[src/rtl/byte_packer_pkg.sv]
// rtl/byte_packer_pkg.sv - shared packer_pkg: FILL/FULL encodings, slot geometry, slot-insert helper
package packer_pkg;

  // Width of one byte slot and the number of slots in an output word
  localparam int SLOT_W = 8;
  localparam int SLOTS  = 4;
  localparam int WORD_W = SLOT_W * SLOTS;
  localparam int IDX_W  = 2;

  // Index of the slot whose write completes a word
  localparam logic [IDX_W-1:0] LAST_IDX = 2'd3;

  // FILL: 0..3 bytes held, no word offered. FULL: a word is offered and held.
  typedef enum logic {
    FILL = 1'b0,
    FULL = 1'b1
  } packer_state_e;

  // Returns word with byte b written into slot idx. Slot 0 is the first byte
  // of a word: it lands in the top byte lane when lsb_first is 0 and in the
  // bottom lane when lsb_first is 1. For a 2-bit index, 3-idx equals ~idx.
  function automatic logic [WORD_W-1:0] put_slot(
    input logic [WORD_W-1:0] word,
    input logic [IDX_W-1:0]  idx,
    input logic [SLOT_W-1:0] b,
    input bit                lsb_first
  );
    logic [WORD_W-1:0] r;
    logic [IDX_W-1:0]  lane;
    r    = word;
    lane = lsb_first ? idx : ~idx;
    case (lane)
      2'd0:    r[0*SLOT_W +: SLOT_W] = b;
      2'd1:    r[1*SLOT_W +: SLOT_W] = b;
      2'd2:    r[2*SLOT_W +: SLOT_W] = b;
      default: r[3*SLOT_W +: SLOT_W] = b;
    endcase
    return r;
  endfunction

endpackage

[src/rtl/byte_packer_if.sv]
// rtl/byte_packer_if.sv - byte-in / word-out handshake bundle; flush and out_bytes exist under BYTE_PACKER_FLUSH_EN
interface byte_packer_if;
  import packer_pkg::*;

  logic [SLOT_W-1:0] in_byte;
  logic              in_valid;
  logic              in_ready;
  logic [WORD_W-1:0] out_word;
  logic              out_valid;
  logic              out_ready;
`ifdef BYTE_PACKER_FLUSH_EN
  logic              flush;
  logic [2:0]        out_bytes;
`endif

  // Producer/consumer side: supplies bytes, takes words
  modport master (
    output in_byte, in_valid, out_ready,
`ifdef BYTE_PACKER_FLUSH_EN
    output flush,
    input  out_bytes,
`endif
    input  in_ready, out_word, out_valid
  );

  // Packer side
  modport slave (
    input  in_byte, in_valid, out_ready,
`ifdef BYTE_PACKER_FLUSH_EN
    input  flush,
    output out_bytes,
`endif
    output in_ready, out_word, out_valid
  );

endinterface

[src/rtl/byte_packer.sv]
// rtl/byte_packer.sv - packs four bytes into a 32-bit word with valid/ready on both sides; BYTE_PACKER_FLUSH_EN adds partial-word flush
module byte_packer
  import packer_pkg::*;
#(
  parameter bit LSB_FIRST = 1'b0
) (
  input  logic          clk,
  input  logic          reset,
  byte_packer_if.slave  bus
);

  packer_state_e     state_q, state_d;
  logic [IDX_W-1:0]  idx_q, idx_d;
  logic [WORD_W-1:0] word_q, word_d;
  logic              in_xfer;
`ifdef BYTE_PACKER_FLUSH_EN
  logic [2:0]        bytes_q, bytes_d;
`endif

  // A held word blocks input unless the consumer takes it this same cycle,
  // which lets a new word start with no bubble.
  assign bus.in_ready  = (state_q != FULL) || bus.out_ready;
  assign bus.out_valid = (state_q == FULL);
  assign bus.out_word  = word_q;
  assign in_xfer       = bus.in_valid && bus.in_ready;
`ifdef BYTE_PACKER_FLUSH_EN
  assign bus.out_bytes = bytes_q;
`endif

  // State, slot index, word and byte-count registers
  always_ff @(posedge clk) begin
    if (reset) begin
      state_q <= FILL;
      idx_q   <= '0;
      word_q  <= '0;
`ifdef BYTE_PACKER_FLUSH_EN
      bytes_q <= '0;
`endif
    end else begin
      state_q <= state_d;
      idx_q   <= idx_d;
      word_q  <= word_d;
`ifdef BYTE_PACKER_FLUSH_EN
      bytes_q <= bytes_d;
`endif
    end
  end

  // Next-state: fill slots in order, offer the word when slot 3 (or a flush)
  // closes it, and clear all slots when the word is taken.
  always_comb begin
    state_d = state_q;
    idx_d   = idx_q;
    word_d  = word_q;
`ifdef BYTE_PACKER_FLUSH_EN
    bytes_d = bytes_q;
`endif
    case (state_q)
      FILL: begin
        if (in_xfer) begin
          word_d = put_slot(word_q, idx_q, bus.in_byte, LSB_FIRST);
          idx_d  = idx_q + 2'd1;
          if (idx_q == LAST_IDX) begin
            state_d = FULL;
`ifdef BYTE_PACKER_FLUSH_EN
            bytes_d = 3'd4;
`endif
          end
        end
`ifdef BYTE_PACKER_FLUSH_EN
        // A flush closes a non-empty partial word; untouched slots are
        // already zero because slots are cleared on every delivery.
        if (bus.flush && (state_d == FILL) && ((idx_q != '0) || in_xfer)) begin
          state_d = FULL;
          idx_d   = '0;
          bytes_d = {1'b0, idx_q} + {2'b00, in_xfer};
        end
`endif
      end
      FULL: begin
        if (bus.out_ready) begin
          state_d = FILL;
          idx_d   = '0;
          word_d  = '0;
`ifdef BYTE_PACKER_FLUSH_EN
          bytes_d = '0;
`endif
          if (in_xfer) begin
            word_d = put_slot('0, '0, bus.in_byte, LSB_FIRST);
            idx_d  = 2'd1;
          end
        end
      end
      default: begin
        state_d = FILL;
        idx_d   = '0;
        word_d  = '0;
      end
    endcase
  end

endmodule
[src/flat_wrapper.sv]
// flat-port wrapper written by rule: the top's interface ports become plain ports
module byte_packer_flat import packer_pkg::*;
#(
  parameter bit LSB_FIRST = 1'b0
)
  (clk, reset, bus_in_byte, bus_in_valid, bus_out_ready, bus_in_ready, bus_out_word, bus_out_valid);
  byte_packer_if bus_i ();
  input  logic clk;
  input  logic reset;
  input wire logic [$bits(bus_i.in_byte)-1:0] bus_in_byte;
  input wire logic [$bits(bus_i.in_valid)-1:0] bus_in_valid;
  input wire logic [$bits(bus_i.out_ready)-1:0] bus_out_ready;
  output wire logic [$bits(bus_i.in_ready)-1:0] bus_in_ready;
  output wire logic [$bits(bus_i.out_word)-1:0] bus_out_word;
  output wire logic [$bits(bus_i.out_valid)-1:0] bus_out_valid;
  assign bus_i.in_byte = bus_in_byte;
  assign bus_i.in_valid = bus_in_valid;
  assign bus_i.out_ready = bus_out_ready;
  assign bus_in_ready = bus_i.in_ready;
  assign bus_out_word = bus_i.out_word;
  assign bus_out_valid = bus_i.out_valid;
  byte_packer #(.LSB_FIRST(LSB_FIRST)) u_core (.clk(clk), .reset(reset), .bus(bus_i));
endmodule
[config.mk]
export PLATFORM = sky130hd
export DESIGN_NAME = byte_packer_flat
export DESIGN_NICKNAME = d
export VERILOG_FILES = /design/src/rtl/byte_packer_pkg.sv /design/src/rtl/byte_packer_if.sv /design/src/rtl/byte_packer.sv /design/src/flat_wrapper.sv
export SDC_FILE = /design/constraint.sdc
export NUM_CORES = 1
export LEC_CHECK = 0
export ABC_AREA = 1
export CAP_MARGIN = 15
export CORE_MARGIN = 2
export CORE_UTILIZATION = 45
export CTS_CLUSTER_SIZE = 30
export DETAILED_ROUTE_END_ITERATION = 8
export PLACE_DENSITY = 0.77
export SLEW_MARGIN = 30
export SYNTH_ARGS = -nofsm -noshare
export SYNTH_HDL_FRONTEND = slang
export SYNTH_SLANG_ARGS = --single-unit
[constraint.sdc]
create_clock -name clk -period 1.2 [get_ports clk]
set_input_delay 0.24 -clock clk [delete_from_list [all_inputs] [get_ports clk]]
set_output_delay 0.24 -clock clk [all_outputs]
set_load 0.005 [all_outputs]
==> results of run 1 <==
area by class of cell:
| cell class | count | area (um2) |
|---|---|---|
| tap | 44 | 55.1 |
| sequential | 35 | 747 |
| clock buffer | 5 | 37.5 |
| fill | 185 | 452 |
| clock inverter | 3 | 20.0 |
| multi-input combinational | 129 | 946 |
| inverter | 16 | 77.6 |
| timing repair buffer | 82 | 768 |
cells in the mapped netlist:
library cell | n | share of area, %
inv_1 | 14 | 3.5
nand2_4 | 2 | 1.5
ha_1 | 4 | 3.4
nor2_1 | 7 | 1.8
buf_2 | 2 | 0.67
nand2_2 | 6 | 2.5
dfxtp_1 | 35 | 47
xnor2_1 | 1 | 0.59
a21oi_1 | 34 | 11
inv_2 | 1 | 0.25
inv_6 | 1 | 0.59
nand3_4 | 1 | 1.2
nand4_1 | 8 | 3.4
nand2_8 | 1 | 1.3
buf_6 | 2 | 1.5
nand2_1 | 37 | 9.3
nand3_1 | 26 | 8.7
buf_4 | 1 | 0.50
clkbuf_1 | 4 | 1.0
where the power goes:
part	total (mW)	leakage (nW)	switching [mW]	internal [mW]
Combinational	0.560	0.783	0.305	0.254
Clock	0.649	0.0272	0.426	0.223
Sequential	1.25	0.301	0.0347	1.22
state kept, by name (all words and copies together) (netlist names):
register	flops
u_core.idx_q	2
u_core.bus.out_word	32
u_core.bus.out_valid	1
worst min path at each step:
stage	start	endpoint	slack (ps)	cells past startpoint
after global placement	u_core.bus.out_word[10]	u_core.bus.out_word[10]	450	2
after CTS	u_core.bus.out_word[26]	u_core.bus.out_word[26]	460	2
after global routing	u_core.bus.out_word[22]	u_core.bus.out_word[22]	470	2
after detailed placement	u_core.bus.out_word[26]	u_core.bus.out_word[26]	450	2
after floorplan	bus_in_byte[0]	u_core.bus.out_word[0]	390	2
final	u_core.bus.out_word[22]	u_core.bus.out_word[22]	460	2
metal layers:
layer	global-route usage [%]	part of all wire (%)	vias up
li1	-	-	798
met1	30.7	38	789
met2	44.4	53	74
met3	3.99	5.4	19
met4	9.12	3.7	0
met5	0	0	-
through the flow:
stage	hold slack, ps	setup WS, ps	total power [mW]	cells	instance area, um2
5_1_grt	471	-204	2.55	314	2650
3_3_place_gp	450	-482	1.66	287	2110
2_1_floorplan	387	86.8	1.46	187	1490
6_report	456	-140	2.46	314	2650
3_5_place_dp	451	-470	1.67	287	2110
4_1_cts	464	-141	2.38	305	2470
tightest hold or removal path, stage by stage (launching register included):
cell and delay [ps]:
dfxtp_2 340, nand2_2 50, a21oi_2 40
kinds of logic after synthesis:
| family | Yosys count |
|---|---|
| simple gates | 88 |
| xor+xnor | 1 |
| flops | 35 |
| buf+inv | 25 |
| compound gates | 34 |
| fa+ha+maj | 4 |
what timing repair did:
action                                  in CTS  in global routing
pin swaps                                    9                  8
endpoints found under the setup margin      60                 54
setup buffers                                9                  9
cloned                                       2                  0
gates resized for setup                    132                 37
==> flow_metrics.py, run 1 <==
metrics = {
    "timing": {
        "worst_slew_pin_slew_ps": 376,
        "slew_headroom_pct": 74.9,
        "max_freq_mhz": 746,
        "slew_violations": 0,
        "clock_skew_ps": 3.15,
        "fin_ws_ps": -140,
        "finalCritPeriodShare_pct": 112,
        "setup_viol": 37,
        "rsz0062_at_grt": "true",
        "hold_viol": 0,
        "period_needed_ps": 1340,
        "tns_ps": -3900,
    },
    "critical_path": {
        "crit_family": "simple AND/OR/NAND/NOR gates",
        "path_cells": "buf_6 > buf_6 > buf_6 > clkinv_8 > nand2_8 > nand2_8 > nand2_8 > nand2_2 > a21oi_1",
        "worstSetupStartpointType": "flop",
        "slowest_stage": "dfxtp_4",
        "worstSetupPathType": "reg2reg",
        "path_buf_inv": 4,
        "crit_end": "u_core.bus.out_word[16]",
        "cp-startpoint": "u_core.bus.out_valid",
        "critical_path.max_stage_delay_ps": 360,
        "r2r_start": "u_core.bus.out_valid",
        "timing.rr.end": "u_core.bus.out_word[16]",
        "end_kind": "flop",
        "rr_worst_depth": 9,
        "worstPathMaxFanout": 8,
        "critical_path_cell_count": 9,
        "critical_path_required_ps": 1440,
        "r2r_slack_ps": -140,
        "crit_arrival_ps": 1590,
    },
    "clocking": {
        "cts.sinks": 35,
        "htreeDepth": 2,
        "ctsHoldBuffers": 0,
        "clock_latency_ps": 350,
        "clk_path_buf_depth": 2,
        "path_clk_slew_ps": 110,
        "numCtsBuffers": 5,
        "cts_tree": "done",
        "cts_root_buf": "clkbuf_4",
    },
    "logic_synthesis": {
        "synthMuxAreaShare_pct": 0,
        "netlist_area_um2": 1490,
        "syn_area_per_cell_um2": 7.98,
        "yosys.cell_types.count": 19,
        "synth_top_family_by_area": "simple AND/OR/NAND/NOR gates",
        "synth_fa_ha_area_share_pct": 3.35,
        "synth-compound-area-share_pct": 11.4,
        "synth_seq_area_share_pct": 46.9,
        "synthXorXnorAreaFrac_pct": 0.587,
        "netlist_instances": 187,
        "synth_nets": 203,
        "synth-simple-area-share_pct": 29.7,
        "ys_ff_latch": 35,
        "ys_warn_count": 0,
    },
    "route": {
        "drtPass1Iterations": 4,
        "routed_wl_um": 4990,
        "drtAntennaViolNets": 0,
        "drt-initial-drc-count": 94,
        "drcViolationCount": 0,
        "vias": 1680,
        "avgRoutedWirePerCell_um": 15.9,
        "vias_per_cell": 5.35,
    },
    "die": {
        "fp.dieH_um": 61.6,
        "io_pins": 46,
        "initial_utilization_pct": 48.1,
        "dieArea_um2": 3790,
        "die_w_um": 61.6,
        "rows": 20,
        "coreArea_um2": 3100,
    },
    "cells_and_area": {
        "final_cell_mix": "34 x dfxtp_2, 26 x buf_4, 24 x a21oi_1",
        "area_growth_syn_to_layout_pct": 77.6,
        "layout.nets": 285,
        "fin_util_pct": 85.4,
        "final_common_cell": "dfxtp_2",
        "drive_above_1_share_pct": 51.9,
        "antenna_cells": 0,
    },
    "global_routing": {
        "antenna_found_initial": 0,
        "grt_usage_pct": 25.1,
        "first_global_vias": 1550,
        "grt_pass1_wl_um": 7000,
        "grt_max_degree": 36,
        "grt_overflow": 0,
    },
    "run_status": {
        "status": "finished with violations",
        "failed_checks": "setup timing",
    },
    "power_and_ir_drop": {
        "power_density_nw_per_um2": 929,
        "vdd_ir_drop_max_v": 0.000734,
        "leakage_nw": 1.11,
    },
    "worst_hold_path": {
        "hp-class": "reg2reg",
    },
    "placed_design": {
        "finalWeightedCongestion": 0.889,
        "numPortBuffers": 45,
        "dpl.hpwl_um": 2730,
    },
    "job": {
        "max_cap_violations": 0,
    },
}
Note: power is estimated with default switching activity, not from simulation.
==> inputs of run 2 (changes only) <==
--- a/config.mk
+++ b/config.mk
@@ -11,6 +11,7 @@
 export CORE_UTILIZATION = 45
 export CTS_CLUSTER_SIZE = 30
 export DETAILED_ROUTE_END_ITERATION = 8
+export GPL_ROUTABILITY_DRIVEN = 0
 export PLACE_DENSITY = 0.77
 export SLEW_MARGIN = 30
 export SYNTH_ARGS = -nofsm -noshare
==> results of run 2 <==
Final layout, timing and power as in run 1 (identical DEF).
==> patch 1, RTL diff (settings of run 2) <==
`LSB_FIRST` is set to 1'b0 in 2 places; all go to 1'b1.
--- a/src/rtl/byte_packer.sv
+++ b/src/rtl/byte_packer.sv
@@ -4,3 +4,3 @@
 #(
-  parameter bit LSB_FIRST = 1'b0
+  parameter bit LSB_FIRST = 1'b1
 ) (
--- a/src/flat_wrapper.sv
+++ b/src/flat_wrapper.sv
@@ -3,3 +3,3 @@
 #(
-  parameter bit LSB_FIRST = 1'b0
+  parameter bit LSB_FIRST = 1'b1
 )
Check against the original RTL: not equivalent (a bounded check fails within 4 cycles, from zero or initial values and one cycle with reset high).
==> patch 1 against run 2 <==
  * The flow still finishes with violations (negative setup slack)
  * Hold slack worse by 0.047 ns
  * Power up 0.70%
  * Routed wire length increased by 12%
  * Die area grew 8.5%
  * Sequential cell count did not move
  * Final area up 6.8%
  * Setup slack improved by 0.010 ns
  * Synthesized area grew 9.1%
  * Critical endpoint is now u_core.bus.out_word[26]$_SDFFE_PP0P_
  * Largest power group unchanged
==> patch 1: results (changes against run 2) <==
Placed design
  – Inst Count DP: 327 (+14%)
  – Port Buffer Count: 45 (unchanged)
  – HPWL after detailed placement: 3020 µm (+10%)
  – Placement Setup Slack: -0.450 ns (+0.0205 ns)

Finish
  – # nets final: 317 (+11%)
  – Finished Layout Cells: 347 (+11%)
  – Max FFs per register: 32 (unchanged)
  – Layout cells sized above 1: 52.2% (+0.31 points)
  – ANT cells: 0 (unchanged)

Synthesis
  – Syn nets: 233 (+15%)
  – Top cells by area, synth: dfxtp_1, nand3_1, a21oi_1, nor2_1, inv_1
  – Number of enable flip-flop cells after synthesis: 0 (unchanged)
  – Mean Syn Cell Area: 7.54 µm² (-5.6%)
  – Ys async rst share: 0% (unchanged)
  – Commonest cells post-synth: nand3_1, dfxtp_1, nor2_1
  – Register area share after synthesis: 43.0% (-3.9 points)
  – Synth cell types: 21 (+2)
  – Synth warn: 0 (unchanged)

Clocking
  – CTS buffer count: 5 (unchanged)
  – Clock buffer depth: 2 (unchanged)
  – Clock transition at path regs: 0.10 ns
  – H-tree levels: 2 (unchanged)
  – Root Buffer: clkbuf_4
  – Clk Latency, worst-skew pair: 0.36 ns

Run status
  – Outcome: finished with violations
  – Failing checks: negative setup slack

Worst setup path
  – Worst setup path end: u_core.bus.out_word[26]$_SDFFE_PP0P_
  – CP max stage delay: 0.34 ns (-0.02 ns)
  – Crit path DAT: 1.61 ns (+0.02 ns)
  – R2r worst-path depth: 6 (-3)
  – Crit path max-delay family: buffers and inverters
  – CP Launch Point: u_core.bus.out_valid$_SDFF_PP0_
  – CP max stage cell: dfxtp_2
  – Critical path fanouts, max: 10 (+2)

Global route
  – Total Routing Usage GR: 23.2% (-1.9 points)
  – Largest net degree at the start of global routing: 27 (-25%)
  – Vias in the first global route: 1,589 (+2.5%)
  – Global-route wire length before repair: 7470 µm (+6.8%)
  – Initial antenna violation count: 0 (unchanged)

Pwr
  – Max VDD drop: 0.000876 V (+19%)
  – Leakage dissipation: 1.16 nW (+4.6%)
  – P_seq: 0.00125 W (about the same)
  – Comb pwr: 0.000580 W (+3.6%)
  – Sw Ratio: 30.3% (-0.80 points)

Timing
  – Final setup margin: -0.130 ns (+0.0100 ns)
  – Total negative slack: -1.03 ns (+2.87 ns)
  – Final Skew: 0.0128 ns (+0.00967 ns)
  – Slew @ Worst Pin: 0.380 ns (+0.00412 ns)
  – # setup viols final: 28 (-24%)

Route
  – Total wire length: 5600 µm (+12%)
  – Via Count: 1,889 (+12%)
  – DR iter-0 viols: 172 (+83%)
  – Pre-Repair DR Iteration Count: 4 (unchanged)

Worst hold path
  – Hold Crit Start: bus_in_valid
  – Tightest Hold Check Type: in -> reg
[patch 1: changes by cell type in the layout (fill, tap and decap cells not counted), moves of 10 or more]
cell / change
nor2_2: +12
dlygate4sd2_1: -10
clkdlybuf4s15_1: +10
nand3_2: +16
nor2_1: +13
nand2_2: -20
nand3_1: +17
a21oi_1: -14
[patch 1: cells by family after synthesis]
group,after synthesis,share of synthesized area (%)
DFF,35,43.0
adders and majority gates,5,3.84
AOI/OAI and AO/OA,29,9.15
and+or+nand+nor,112,32.6
buffers and inverters,35,11.4
[patch 1: cell type report]
class | instances | area, µm²
Clock inverter | 2 | 12.5
Fill cell | 195 | 583
Timing Repair Buffer | 90 | 892
Inverter | 22 | 82.6
Sequential cell | 35 | 744
Tap cell | 46 | 57.6
Multi-Input combinational cell | 146 | 1000
Clock buffer | 6 | 41.3
[patch 1: how the worst min path moves through the flow]
stage,end,slack [ns],depth (start not counted)
after global placement,u_core.bus.out_word[16]$_SDFFE_PP0P_,0.47,2
after global routing,u_core.idx_q[0]$_SDFFE_PP0P_,0.43,3
after detailed placement,u_core.bus.out_word[27]$_SDFFE_PP0P_,0.47,2
after CTS,u_core.idx_q[0]$_SDFFE_PP0P_,0.42,3
final,u_core.idx_q[0]$_SDFFE_PP0P_,0.41,3
after floorplan,u_core.bus.out_valid$_SDFF_PP0_,0.46,2
[patch 1: worst min-delay path, stage by stage]
cell           delay [ns]
dlygate4sd2_1        0.33
nand2_1              0.10
a21oi_1              0.05
[patch 1: metrics by stage]
| stage | hold WS (ns) | total power (W) | instance area (µm²) |
|---|---|---|---|
| 2_1_floorplan | 0.462 | 0.00149 | 1640 |
| 3_3_place_gp | 0.468 | 0.00172 | 2320 |
| 3_5_place_dp | 0.471 | 0.00173 | 2320 |
| 4_1_cts | 0.418 | 0.00234 | 2510 |
| 5_1_grt | 0.432 | 0.00261 | 2830 |
| 6_report | 0.410 | 0.00248 | 2830 |
[patch 1: what timing repair did]
item | in CTS | in global routing
resized for setup | 91 | 88
cloned | 2 | 1
pin swaps | 3 | 30
endpoints found under the setup margin | 62 | 61
setup buffers | 4 | 5
[patch 1: per-layer routing]
metal | wire, µm | vias to the layer above | part of all wire [%] | GRT usage (%)
li1 | - | 880 | - | -
met2 | 2790 | 78 | 50 | 38.3
met4 | 221 | 0 | 3.9 | 6.65
met5 | 0 | - | 0 | 0
met1 | 2230 | 908 | 40 | 30.2
met3 | 358 | 23 | 6.4 | 5.63
==> patch 2, RTL diff (config.mk and constraints of run 2) <==
Made on the original files. Make the reset (`reset`) asynchronous in one clocked block.
--- a/src/rtl/byte_packer.sv
+++ b/src/rtl/byte_packer.sv
@@ -30,3 +30,3 @@
   // State, slot index, word and byte-count registers
-  always_ff @(posedge clk) begin
+  always_ff @(posedge clk or posedge reset) begin
     if (reset) begin
Function: differs if reset is asserted again (counterexample within 4 cycles, from zero or initial values and one cycle with reset high); with reset held inactive, the same outputs for 10 cycles.
==> patch 2 against run 2 <==
  * The run still ends with negative setup slack left
  * Synthesized area rose by 5.2%
  * Sequential cell count did not move
  * Routed wire length fell by 0.74%
  * Global-route usage fell by 1.1 points
  * Critical path type unchanged
  * Setup slack improved by 0.074 ns
  * Final area fell by 1.4%
Power is not compared: it rests on default switching activity, and its combinational part moved more than twofold at a synthesized area within 25%.
==> patch 2: results (changes against run 2) <==
Run status
  – Outcome: finished with violations
  – Failing checks: negative setup slack

Route
  – Total wire length: 4950 µm (-0.74%)
  – Pre-Repair DR Iteration Count: 4 (unchanged)
  – Metal3 WL: 228 µm (-15%)
  – Met1 wire length: 1950 µm (+2.5%)
  – DR iter-0 viols: 55 (-41%)
  – Wire length on met2: 2680 µm (+1.8%)
  – Via Count: 1,620 (-3.6%)

Worst setup path
  – CP Launch Point: u_core.bus.out_valid$_DFF_PP0_
  – Crit Reg-Reg Endpoint: u_core.bus.out_word[10]$_DFFE_PP0P_
  – Crit path max-delay family: simple AND/OR/NAND/NOR gates
  – CP max stage cell: dfrtp_1
  – Critical path fanouts, max: 9 (+1)
  – Crit path DAT: 1.55 ns (-0.04 ns)
  – R2r worst-path depth: 5 (-4)
  – CP max stage delay: 0.41 ns (+0.05 ns)

Clocking
  – Clock buffer depth: 2 (unchanged)

Synthesis
  – Syn nets: 191 (-5.9%)
  – Synth warn: 0 (unchanged)
  – Xor/xnor share of the synthesized area: 0% (-0.59 points)
  – Most common cell in the synthesized netlist: nand2_1
  – Register area share after synthesis: 55.8% (+8.8 points)
  – Synth cell types: 16 (-3)
  – Ys flop type: dfrtp_1
  – Synth Area in Adders: 3.19% (-0.17 points)
  – Synth Area in Compound Gates: 3.19% (-8.2 points)
  – Top cells by area, synth: dfrtp_1, nand3_1, nand2_1, inv_1, ha_1
  – Ys async rst share: 100% (+100 points)
  – Commonest cells post-synth: nand2_1, nand3_1, dfrtp_1

Pwr
  – Sw Ratio: 40.8%
  – Leakage dissipation: 1.34 nW

Worst hold path
  – Tightest Hold Check Type: in -> async

Timing
  – Final setup margin: -0.0667 ns (+0.0737 ns)
  – # setup viols final: 23 (-38%)
  – Min Hold Slack: 0.240 ns (-0.216 ns)
  – Final Skew: 0.00638 ns (+0.00323 ns)
  – Slew @ Worst Pin: 0.402 ns (+0.0267 ns)

Placed design
  – Cell Area, Placed: 0.00219 mm² (+4.2%)
  – HPWL after detailed placement: 2730 µm (-0.24%)
  – Port Buffer Count: 45 (unchanged)
  – Placement Setup Slack: -0.380 ns (+0.0897 ns)

Finish
  – Layout cells sized above 1: 47.4% (-4.5 points)
  – Fillers: 237 (+28%)
  – # nets final: 282 (-1.1%)

Flow run
  – Max cap viols: 0 (unchanged)

Global route
  – Initial antenna violation count: 0 (unchanged)
  – Global-route wire length before repair: 7450 µm (+6.5%)
  – Vias in the first global route: 1,531 (-1.2%)
  – Total Routing Usage GR: 24.0% (-1.1 points)
-- patch 2: cell types whose count changed in the layout (fill, tap and decap cells not counted), moves of 10 or more --
cell and delta:
dfxtp_2 -34, a21oi_2 -10, nand3_1 +10, dfrtp_1 +35, a21oi_1 -24, clkbuf_2 +25, nand2_1 +23, nand2_2 -12
dlygate4sd2_1 -15
-- patch 2: power groups by stage --
stage          sequential, W  clock [W]  combinational (W)
5_1_grt              0.00205   0.000710            0.00402
2_1_floorplan        0.00202          0            0.00121
6_report             0.00199   0.000656            0.00372
4_1_cts              0.00196   0.000650            0.00333
3_3_place_gp         0.00198          0            0.00266
3_5_place_dp         0.00198          0            0.00274
-- patch 2: what timing repair did --
action                                  4_1_cts  5_1_grt
gates cloned                                  3        2
endpoints found under the setup margin       64       61
pin swaps                                     5       10
setup buffers                                14        9
resized for setup                           105       59
-- patch 2: layout make-up --
| class | count | area [µm²] | area share [%] |
|---|---|---|---|
| clock inverter | 1 | 5.00 | 0.191 |
| sequential | 35 | 876 | 33.5 |
| clock buffer | 6 | 51.3 | 1.96 |
| multi-input combinational | 122 | 846 | 32.4 |
| tap | 46 | 57.6 | 2.20 |
| timing repair buffer | 87 | 714 | 27.3 |
| inverter | 15 | 63.8 | 2.44 |
-- patch 2: metrics by stage --
step / power [W] / TNS (ns) / std cells
detailed placement: 0.00472 / -11.40 / 278
CTS: 0.00594 / -0.314 / 302
global placement: 0.00464 / -10.41 / 278
global route: 0.00678 / -1.69 / 312
floorplan: 0.00322 / 0 / 175
finish: 0.00636 / -0.511 / 312
-- patch 2: routing by layer --
metal | GRT usage [%] | up-vias
met3 | 4.46 | 12
met5 | 0 | -
met1 | 30.0 | 799
li1 | - | 750
met4 | 8.61 | 0
met2 | 41.5 | 59
